`config.mk`:
```
export PLATFORM = sky130hd
export DESIGN_NAME = pkt_capture_buffer_flat
export DESIGN_NICKNAME = d
export VERILOG_FILES = /design/src/rtl/pkt_capture_buffer_pkg.sv /design/src/rtl/pkt_capture_buffer_if.sv /design/src/rtl/pkt_capture_buffer_ram.sv /design/src/rtl/pkt_capture_buffer.sv /design/src/flat_wrapper.sv
export SDC_FILE = /design/constraint.sdc
export NUM_CORES = 1
export LEC_CHECK = 0
export BUFFER_PORTS_ARGS = -buffer_cell sky130_fd_sc_hd__buf_2
export CORE_MARGIN = 1
export CORE_UTILIZATION = 56
export DETAILED_ROUTE_END_ITERATION = 10
export MAX_ROUTING_LAYER = met4
export PLACE_DENSITY_LB_ADDON = 0.12
export SETUP_SLACK_MARGIN = 0.1
export SLEW_MARGIN = 10
export SYNTH_ARGS = -nofsm -noshare
export SYNTH_HDL_FRONTEND = slang
export SYNTH_SLANG_ARGS = --single-unit
```
`constraint.sdc`:
```
create_clock -name clk -period 5.9 [get_ports clk]
set_input_delay 0.885 -clock clk [delete_from_list [all_inputs] [get_ports clk]]
set_output_delay 0.885 -clock clk [all_outputs]
set_load 0.03 [all_outputs]
```
`src/rtl/pkt_capture_buffer_pkg.sv`:
```
// Shared constants for the packet capture buffer: word widths, default
// geometry, FSM encoding and the stored-word layout.
package pkt_capture_buffer_pkg;

  localparam int DATA_W     = 64;
  localparam int CTRL_W     = 8;
  localparam int WORD_W     = DATA_W + CTRL_W;
  localparam int DEF_DEPTH  = 16;
  localparam int DEF_ADDR_W = 4;

  localparam logic [1:0] ST_IDLE = 2'd0;
  localparam logic [1:0] ST_CAPT = 2'd1;
  localparam logic [1:0] ST_DONE = 2'd2;

  // One buffer slot: control byte in the top bits, data word below.
  typedef struct packed {
    logic [CTRL_W-1:0] ctrl;
    logic [DATA_W-1:0] data;
  } buf_word_t;

endpackage

```
`src/rtl/pkt_capture_buffer_if.sv`:
```
// Upstream word stream, readout port and packet status of the capture
// buffer. The free-packet strobe is named pkt_release because "release"
// is a reserved word.
interface pkt_capture_buffer_if
  import pkt_capture_buffer_pkg::*;
#(
  parameter int DEPTH  = DEF_DEPTH,
  parameter int ADDR_W = DEF_ADDR_W
);
  logic              in_wr;
  logic [CTRL_W-1:0] in_ctrl;
  logic [DATA_W-1:0] in_data;
  logic              in_rdy;
  logic [ADDR_W-1:0] rd_addr;
  logic [DATA_W-1:0] rd_data;
  logic [CTRL_W-1:0] rd_ctrl;
  logic              pkt_valid;
  logic [ADDR_W:0]   pkt_len;
  logic              pkt_ovf;
  logic              pkt_release;
  logic [7:0]        drop_cnt;

  modport master (
    output in_wr, in_ctrl, in_data, rd_addr, pkt_release,
    input  in_rdy, rd_data, rd_ctrl, pkt_valid, pkt_len, pkt_ovf, drop_cnt
  );

  modport slave (
    input  in_wr, in_ctrl, in_data, rd_addr, pkt_release,
    output in_rdy, rd_data, rd_ctrl, pkt_valid, pkt_len, pkt_ovf, drop_cnt
  );
endinterface

```
`src/rtl/pkt_capture_buffer_ram.sv`:
```
// Packet word storage: one write port, one read port with a registered
// output. No reset on the array; stale slots are masked by the caller.
module pkt_buf_ram #(
  parameter int DEPTH  = 16,
  parameter int ADDR_W = 4,
  parameter int WIDTH  = 72
) (
  input  logic              clk,
  input  logic              i_we,
  input  logic [ADDR_W-1:0] i_waddr,
  input  logic [WIDTH-1:0]  i_wdata,
  input  logic [ADDR_W-1:0] i_raddr,
  output logic [WIDTH-1:0]  o_rdata
);
  logic [WIDTH-1:0] r_mem [DEPTH];
  logic [WIDTH-1:0] r_q;

  // Write port plus registered read (read-before-write on a shared edge).
  always_ff @(posedge clk) begin
    if (i_we) r_mem[i_waddr] <= i_wdata;
    r_q <= r_mem[i_raddr];
  end

  assign o_rdata = r_q;
endmodule

```
`src/rtl/pkt_capture_buffer.sv`:
```
// Captures one packet (start marker .. end marker) from a 64-bit word
// stream into a small buffer, holds it for software readout until
// released, and counts strobes that arrive while the buffer is held.
module pkt_capture_buffer
  import pkt_capture_buffer_pkg::*;
#(
  parameter int DEPTH  = DEF_DEPTH,
  parameter int ADDR_W = DEF_ADDR_W
) (
  input logic              clk,
  input logic              rst,
  pkt_capture_buffer_if.slave bus
);
  localparam logic [ADDR_W:0] LEN_FULL = (ADDR_W+1)'(DEPTH);

  logic [1:0]      r_state;
  logic [ADDR_W:0] r_len;
  logic            r_ovf;
  logic [7:0]      r_drop;
  logic            r_hit;

  logic              w_acc;
  logic              w_mark;
  logic              w_full;
  logic              w_we;
  logic [ADDR_W-1:0] w_waddr;
  buf_word_t         w_wword;
  buf_word_t         w_rword;

  assign w_acc  = bus.in_wr && bus.in_rdy;
  assign w_mark = (bus.in_ctrl != '0);
  assign w_full = (r_len == LEN_FULL);

  // Only a start marker in IDLE, or any word in CAPTURE with room left,
  // reaches the buffer; reset cycles never write.
  assign w_we    = rst && w_acc &&
                   (((r_state == ST_IDLE) && w_mark) ||
                    ((r_state == ST_CAPT) && !w_full));
  assign w_waddr = (r_state == ST_IDLE) ? '0 : r_len[ADDR_W-1:0];
  assign w_wword = '{ctrl: bus.in_ctrl, data: bus.in_data};

  pkt_buf_ram #(
    .DEPTH  (DEPTH),
    .ADDR_W (ADDR_W),
    .WIDTH  (WORD_W)
  ) u_ram (
    .clk     (clk),
    .i_we    (w_we),
    .i_waddr (w_waddr),
    .i_wdata (w_wword),
    .i_raddr (bus.rd_addr),
    .o_rdata (w_rword)
  );

  // Capture FSM, packet length/overflow tracking and held-buffer drop count.
  always_ff @(posedge clk) begin
    if (!rst) begin
      r_state <= ST_IDLE;
      r_len   <= '0;
      r_ovf   <= 1'b0;
      r_drop  <= '0;
    end else begin
      case (r_state)
        ST_IDLE: begin
          if (w_acc && w_mark) begin
            r_len   <= (ADDR_W+1)'(1);
            r_state <= ST_CAPT;
          end
        end
        ST_CAPT: begin
          if (w_acc) begin
            if (!w_full)     r_len <= r_len + (ADDR_W+1)'(1);
            else if (!w_mark) r_ovf <= 1'b1;
            if (w_mark)      r_state <= ST_DONE;
          end
        end
        ST_DONE: begin
          if (bus.in_wr && (r_drop != 8'hFF)) r_drop <= r_drop + 8'd1;
          if (bus.pkt_release) begin
            r_state <= ST_IDLE;
            r_len   <= '0;
            r_ovf   <= 1'b0;
          end
        end
        default: r_state <= ST_IDLE;
      endcase
    end
  end

  // Readout mask, registered alongside the RAM output: slots at or past
  // the current length read as zero, which also hides stale contents.
  always_ff @(posedge clk) begin
    if (!rst) r_hit <= 1'b0;
    else      r_hit <= ({1'b0, bus.rd_addr} < r_len);
  end

  assign bus.rd_data   = r_hit ? w_rword.data : '0;
  assign bus.rd_ctrl   = r_hit ? w_rword.ctrl : '0;
  assign bus.in_rdy    = (r_state != ST_DONE);
  assign bus.pkt_valid = (r_state == ST_DONE);
  assign bus.pkt_len   = r_len;
  assign bus.pkt_ovf   = r_ovf;
  assign bus.drop_cnt  = r_drop;
endmodule

```
`src/flat_wrapper.sv`:
```
// flat-port wrapper written by rule: the top's interface ports become plain ports
module pkt_capture_buffer_flat import pkt_capture_buffer_pkg::*;
#(
  parameter int DEPTH  = DEF_DEPTH,
  parameter int ADDR_W = DEF_ADDR_W
)
  (clk, rst, bus_in_wr, bus_in_ctrl, bus_in_data, bus_rd_addr, bus_pkt_release, bus_in_rdy, bus_rd_data, bus_rd_ctrl, bus_pkt_valid, bus_pkt_len, bus_pkt_ovf, bus_drop_cnt);
  pkt_capture_buffer_if #(.DEPTH(DEPTH), .ADDR_W(ADDR_W)) bus_i ();
  input logic clk;
  input logic rst;
  input wire logic [$bits(bus_i.in_wr)-1:0] bus_in_wr;
  input wire logic [$bits(bus_i.in_ctrl)-1:0] bus_in_ctrl;
  input wire logic [$bits(bus_i.in_data)-1:0] bus_in_data;
  input wire logic [$bits(bus_i.rd_addr)-1:0] bus_rd_addr;
  input wire logic [$bits(bus_i.pkt_release)-1:0] bus_pkt_release;
  output wire logic [$bits(bus_i.in_rdy)-1:0] bus_in_rdy;
  output wire logic [$bits(bus_i.rd_data)-1:0] bus_rd_data;
  output wire logic [$bits(bus_i.rd_ctrl)-1:0] bus_rd_ctrl;
  output wire logic [$bits(bus_i.pkt_valid)-1:0] bus_pkt_valid;
  output wire logic [$bits(bus_i.pkt_len)-1:0] bus_pkt_len;
  output wire logic [$bits(bus_i.pkt_ovf)-1:0] bus_pkt_ovf;
  output wire logic [$bits(bus_i.drop_cnt)-1:0] bus_drop_cnt;
  assign bus_i.in_wr = bus_in_wr;
  assign bus_i.in_ctrl = bus_in_ctrl;
  assign bus_i.in_data = bus_in_data;
  assign bus_i.rd_addr = bus_rd_addr;
  assign bus_i.pkt_release = bus_pkt_release;
  assign bus_in_rdy = bus_i.in_rdy;
  assign bus_rd_data = bus_i.rd_data;
  assign bus_rd_ctrl = bus_i.rd_ctrl;
  assign bus_pkt_valid = bus_i.pkt_valid;
  assign bus_pkt_len = bus_i.pkt_len;
  assign bus_pkt_ovf = bus_i.pkt_ovf;
  assign bus_drop_cnt = bus_i.drop_cnt;
  pkt_capture_buffer #(.DEPTH(DEPTH), .ADDR_W(ADDR_W)) u_core (.clk(clk), .rst(rst), .bus(bus_i));
endmodule
```
==> results of run 1 <==
-- final timing paths --
path	from	endpoint	slack (ps)	depth (start not counted)
setup / recovery	u_core.r_state[0]	u_core.u_ram.r_mem[12][33]	2270	8
hold / removal	u_core.bus.drop_cnt[4]	u_core.bus.drop_cnt[4]	530	2
setup reg to reg	u_core.r_state[0]	u_core.u_ram.r_mem[12][33]	2270	8
hold reg to reg	u_core.bus.drop_cnt[4]	u_core.bus.drop_cnt[4]	530	2
-- Yosys cell counts (2+ instances only) --
master | number | area share [%]
a21o_1 | 3 | 0.049
a21oi_1 | 5 | 0.054
a31oi_1 | 6 | 0.081
and2_1 | 72 | 0.97
and4_1 | 2 | 0.038
buf_1 | 10 | 0.081
buf_2 | 13 | 0.14
buf_6 | 24 | 0.58
clkbuf_1 | 43 | 0.35
dfxtp_1 | 89 | 3.9
edfxtp_1 | 1152 | 75
ha_1 | 10 | 0.27
inv_1 | 11 | 0.089
mux4_2 | 360 | 18
nand2_1 | 7 | 0.057
nand2b_1 | 2 | 0.027
nand3_1 | 11 | 0.12
nand4_1 | 4 | 0.054
nor2_1 | 31 | 0.25
nor2b_1 | 2 | 0.027
nor3_1 | 2 | 0.022
nor4_1 | 2 | 0.027
o211ai_1 | 2 | 0.032
o21ai_0 | 8 | 0.087
or3_1 | 4 | 0.054
or4_1 | 2 | 0.032
xnor2_1 | 2 | 0.038
xor2_1 | 2 | 0.038
-- flip-flops by register name, summed over array words and instances (netlist names) --
name,flops
u_core.bus.drop_cnt,8
u_core.bus.pkt_len,5
u_core.r_state,2
u_core.r_hit,1
u_core.u_ram.o_rdata,72
u_core.u_ram.r_mem,1152
u_core.bus.pkt_ovf,1
-- per-layer routing --
layer	part of all wire, %	GRT usage (%)	vias to the layer above
met5	0	-	-
met4	2.0	5.55	0
met3	4.9	3.36	140
met2	52	38.8	615
met1	41	31.4	10948
li1	-	-	8571
-- tightest hold or removal path, stage by stage, from the launching register on --
cell     delay [ps]
dfxtp_1         340
o21ai_0          80
a21oi_1          60
-- cell families (layout without fill, tap and decap cells) --
| logic type | Yosys count | in the layout | synth area share (%) |
|---|---|---|---|
| AO/OA/AOI/OAI | 32 | 32 | 0.465 |
| XOR/XNOR | 4 | 4 | 0.0758 |
| adder cells (fa/ha/maj) | 10 | 10 | 0.271 |
| buffers and inverters | 102 | 447 | 1.25 |
| flip-flops | 1241 | 1241 | 78.7 |
| multiplexers | 361 | 361 | 17.6 |
| other | 0 | 5 | 0 |
| AND/OR/NAND/NOR | 143 | 143 | 1.71 |
-- power by group --
part	internal (mW)	switching (mW)	leakage [nW]
Combinational	0.343	0.471	3.80
Clock	4.49	3.10	1.98
Sequential	9.71	0.0442	11.1
Total	14.5	3.62	16.9
-- cell type report --
cell class                      instances  area [um2]
Fill cell                            5365       29300
Sequential cell                      1241       36400
Antenna cell                            5        12.5
Multi-Input combinational cell        550        9410
Clock inverter                         48         445
Inverter                               12        45.0
Tap cell                             1070        1340
Timing Repair Buffer                  205        1330
Clock buffer                          182        3550
==> run_results.csv, run 1 <==
group,metric,value,unit
layout,final_cell_mix,"edfxtp_1 (1152), mux4_2 (360), buf_2 (163)",
pwr,worst_ir_drop_vdd,0.252,mV
sta,skew,17.4,ps
placed_design,dp_hpwl,49400,um
worst_setup_path,cp_data_arrival_time,3930,ps
clock_network,tritoncts.num_buffers,121,
die,die_width,289,um
route,drc,0,
global_route,grt_pass1_vias,21347,
die,core-area,0.0818,mm2
outcome,status,"finished, final reports clean",
worst_setup_path,critPathLaunchType,"flip-flop",
sta,max_freq,0.275,GHz
sta,period_needed,3630,ps
logic_synthesis,synthesis.nets,1983,
placed_design,placed_area,0.0485,mm2
clock_network,cts.clk_slew.worst_paths,60,ps
worst_setup_path,cp_cell_sequence,"inv_1 > ha_1 > inv_1 > nand3_1 > nor3_1 > nand3_1 > nor2_4 > buf_4",
route,avgViaCountPerCell,6.12,
logic_synthesis,synth_edf_count,1152,
sta,layout_setup_ws,2270,ps
clock_network,cts_resized,0,
route,wl_per_cell,28.1,um
worst_setup_path,criticalPathCategory,"reg -> reg",
sta,finalMaxSlewViolations,0,
worst_setup_path,worstPathRequired,6200,ps
clock_network,insertion_delay,660,ps
placed_design,pre_cts_ws,1940,ps
clock_network,cts.sinks,1241,
layout,area_growth,13.5,%
sta,tns,0,ps
global_route,grt_overflow,0,
layout,nNetsFinal,2221,
logic_synthesis,synth_area,0.0462,mm2
sta,relSlewSlack,22.5,%
placed_design,place_congestion,0.810,
pwr,fin_total_pwr,18.2,mW
layout,layout_commonest_cell,"edfxtp_1",
die,die_y,289,um
die,ioPinCount,168,
placed_design,io_buffers,167,
logic_synthesis,ys.flop_type,"edfxtp_1",
worst_setup_path,crit_path_end_kind,"flip-flop",
placed_design,dp_cells,3078,
global_route,antenna_found_initial,9,
pwr,p_leak,16.9,nW
sta,hold_viol_final,0,
logic_synthesis,syn-instance-count,1893,
worst_setup_path,slowest_stage,"nor2_4",
run,cap_violations,0,
logic_synthesis,async_reset_ff_share,0,%
clock_network,cts_tree,"yes",
clock_network,ctsHtreeMaxLevel,3,
route,routed_wl,93000,um
sta,worst_pin_slew,1160,ps
logic_synthesis,ys_types,40,
worst_setup_path,critPathTopFamily,"simple AND/OR/NAND/NOR gates",
layout,final_core_util,64.1,%
die,rows,105,
pwr,power_density,346,mW/mm2
logic_synthesis,ys_seq_area_share,78.7,%
worst_setup_path,critPathMaxStageDelay,810,ps
route,drtAntennaViolNets,0,
logic_synthesis,ys_seq_elements,1241,
clock_network,hold_buffers,0,
global_route,grt_pass1_wl,137000,um
clock_network,cts_setup_buffers,0,
die,start_util,56.5,%
layout,finalNonFillerCells,3313,
worst_setup_path,cp_max_fo,28,
logic_synthesis,avgSynthCellArea,24.4,um2
min_path,hp-class,"reg -> reg",
sta,setup_viol_count_final,0,
clock_network,cts_buffer_depth,3,
global_route,grt_usage,23.5,%
worst_setup_path,crit_buf_inv,3,
clock_network,root_buffer,"clkbuf_16",
logic_synthesis,yosys_warnings,0,
global_route,grt_max_degree,97,
die,die-area,0.0837,mm2
sta,fin_crit_sh,61.6,%
route,drtIter0Drc,1964,
route,drtPass1Iterations,7,
sta,rsz0062_at_grt,"no",
sta,holdWs,525,ps
route,via_count,20274,
layout,layout-drive-gt1-share,34.4,%
layout,final_cell_area,0.0525,mm2
Power figures use the tool's default switching activity.
==> run 2, diff against run 1 <==
--- a/config.mk
+++ b/config.mk
@@ -7,7 +7,7 @@
 export LEC_CHECK = 0
 export BUFFER_PORTS_ARGS = -buffer_cell sky130_fd_sc_hd__buf_2
 export CORE_MARGIN = 1
-export CORE_UTILIZATION = 56
+export CORE_UTILIZATION = 55
 export DETAILED_ROUTE_END_ITERATION = 10
 export MAX_ROUTING_LAYER = met4
 export PLACE_DENSITY_LB_ADDON = 0.12
==> constraint.sdc (replaced) <==
create_clock -name clk -period 3.02 [get_ports clk]
set_input_delay 0.453 -clock clk [delete_from_list [all_inputs] [get_ports clk]]
set_output_delay 0.453 -clock clk [all_outputs]
set_load 0.03 [all_outputs]
==> run 2 against run 1 <==
Total power increased by 97%. Wire length increased by 5.0%. Sequential share of layout area decreased by 1.2 points. Sequential power increased by 96%. Non-clock buffer count increased by 46. Flip-flop and latch count unchanged. Worst hold slack got worse by 370 ps. Highest routed layer unchanged. First-iteration DRC count decreased by 6.4%. Count of clock-buffer cells in the layout decreased by 19. Combinational power increased by 100%. Critical path depth decreased by 5.
==> run_results.csv, run 2 (synthesized netlist as in run 1, its figures left out) <==
group,metric,value,unit
outcome,status,"finished, final reports clean",
worst_setup_path,reg2reg_from,"u_core.r_state[1]",
layout,top_register,"u_core.u_ram.r_mem",
sta,holdWs,153,ps
pwr,p_leak,17.3,nW
global_route,antenna_found_initial,7,
worst_setup_path,cp-startpoint,"u_core.r_hit",
sta,finalMaxSlewViolations,0,
route,drc,0,
layout,nNetsFinal,2266,
global_route,grt_pass1_vias,21851,
die,rows,105,
global_route,grt_overflow,0,
die,die-area,0.0852,mm2
pwr,power_density,670,mW/mm2
die,core-area,0.0826,mm2
clock_network,cts_buffer_depth,3,
worst_setup_path,crit_path_end_kind,"output port",
layout,layout_commonest_cell,"edfxtp_1",
worst_setup_path,crit_buf_inv,2,
die,die_width,292,um
sta,worst_pin_slew,789,ps
worst_setup_path,cp_max_fo,33,
min_path,hp-class,"in -> reg",
placed_design,placed_area,0.0494,mm2
global_route,grt_pass1_wl,145000,um
global_route,grt_usage,24.2,%
clock_network,cts_setup_buffers,0,
layout,layout-drive-gt1-share,36.3,%
placed_design,io_buffers,167,
worst_setup_path,cp_cell_sequence,"buf_4 > and2_1 > buf_2",
clock_network,cts_resized,0,
sta,relSlewSlack,47.4,%
sta,max_freq,0.374,GHz
route,drtIter0Drc,1839,
route,drtPass1Iterations,6,
layout,final_cell_area,0.0534,mm2
route,drtAntennaViolNets,0,
sta,period_needed,2680,ps
clock_network,cts.clk_slew.worst_paths,60,ps
route,wl_per_cell,29.1,um
clock_network,hold_buffers,0,
global_route,grt_max_degree,73,
worst_setup_path,critPathLaunchType,"flip-flop",
clock_network,root_buffer,"clkbuf_16",
route,avgViaCountPerCell,6.18,
worst_setup_path,criticalPathCategory,"reg -> out",
placed_design,dp_cells,3124,
pwr,fin_total_pwr,35.8,mW
placed_design,place_congestion,0.778,
worst_setup_path,critPathMaxStageDelay,550,ps
layout,finalNonFillerCells,3355,
layout,area_growth,15.5,%
sta,layout_setup_ws,344,ps
min_path,min_from,"bus_in_data[10]",
run,cap_violations,0,
clock_network,tritoncts.num_buffers,120,
clock_network,ctsHtreeMaxLevel,3,
placed_design,dp_hpwl,55000,um
layout,final_core_util,64.6,%
sta,setup_viol_count_final,0,
worst_setup_path,worstPathRequired,2570,ps
die,ioPinCount,168,
sta,skew,14.9,ps
route,via_count,20749,
placed_design,pre_cts_ws,389,ps
worst_setup_path,slowest_stage,"dfxtp_2",
layout,largest_reg_flops,1152,
layout,final_cell_mix,"edfxtp_1 (1152), mux4_2 (360), buf_2 (163)",
sta,tns,0,ps
pwr,worst_ir_drop_vdd,0.561,mV
sta,fin_crit_sh,88.6,%
die,die_y,292,um
clock_network,cts.sinks,1241,
clock_network,insertion_delay,680,ps
worst_setup_path,critPathTopFamily,"buffers and inverters",
die,start_util,56.0,%
worst_setup_path,cp_data_arrival_time,2220,ps
route,routed_wl,97700,um
clock_network,cts_tree,"yes",
sta,rsz0062_at_grt,"no",
sta,hold_viol_final,0,
[run 2: worst reg2reg max path, stage by stage, from the launching register on]
cell,delay [ps]
dfxtp_1,360
inv_1,110
ha_1,300
inv_1,170
a31oi_1,250
nand3b_1,300
nor2_4,490
buf_12,310
[run 2: metal layers]
layer | routed length (um) | vias up | part of all wire, % | GRT usage (%)
li1 | - | 8657 | - | -
met1 | 41200 | 11265 | 42 | 33.4
met2 | 49300 | 686 | 50 | 38.7
met3 | 5210 | 141 | 5.3 | 3.88
met4 | 1950 | 0 | 2.0 | 5.70
met5 | 0 | - | 0 | -
[run 2: cell type report]
class / count / area [um2]
Fill cell: 5367 / 29200
Timing Repair Buffer: 251 / 2120
Tap cell: 1070 / 1340
Antenna cell: 5 / 12.5
Multi-Input combinational cell: 550 / 9480
Sequential cell: 1241 / 36400
Clock buffer: 163 / 3370
Inverter: 12 / 50.0
Clock inverter: 63 / 669
[run 2: final timing paths]
| kind | end | slack (ps) | cells after the start |
|---|---|---|---|
| hold / removal | u_core.u_ram.r_mem[4][10] | 150 | 1 |
| hold reg to reg | u_core.bus.drop_cnt[4] | 550 | 2 |
| setup / recovery | bus_rd_data[62] | 340 | 3 |
| setup reg to reg | u_core.u_ram.r_mem[1][20] | 410 | 7 |
[run 2: power by group]
| part | internal [mW] | leakage [nW] | total (mW) | switching [mW] |
|---|---|---|---|---|
| Combinational | 0.705 | 4.18 | 1.65 | 0.942 |
| Sequential | 19.0 | 11.1 | 19.1 | 0.0913 |
| Clock | 8.90 | 1.98 | 15.1 | 6.18 |
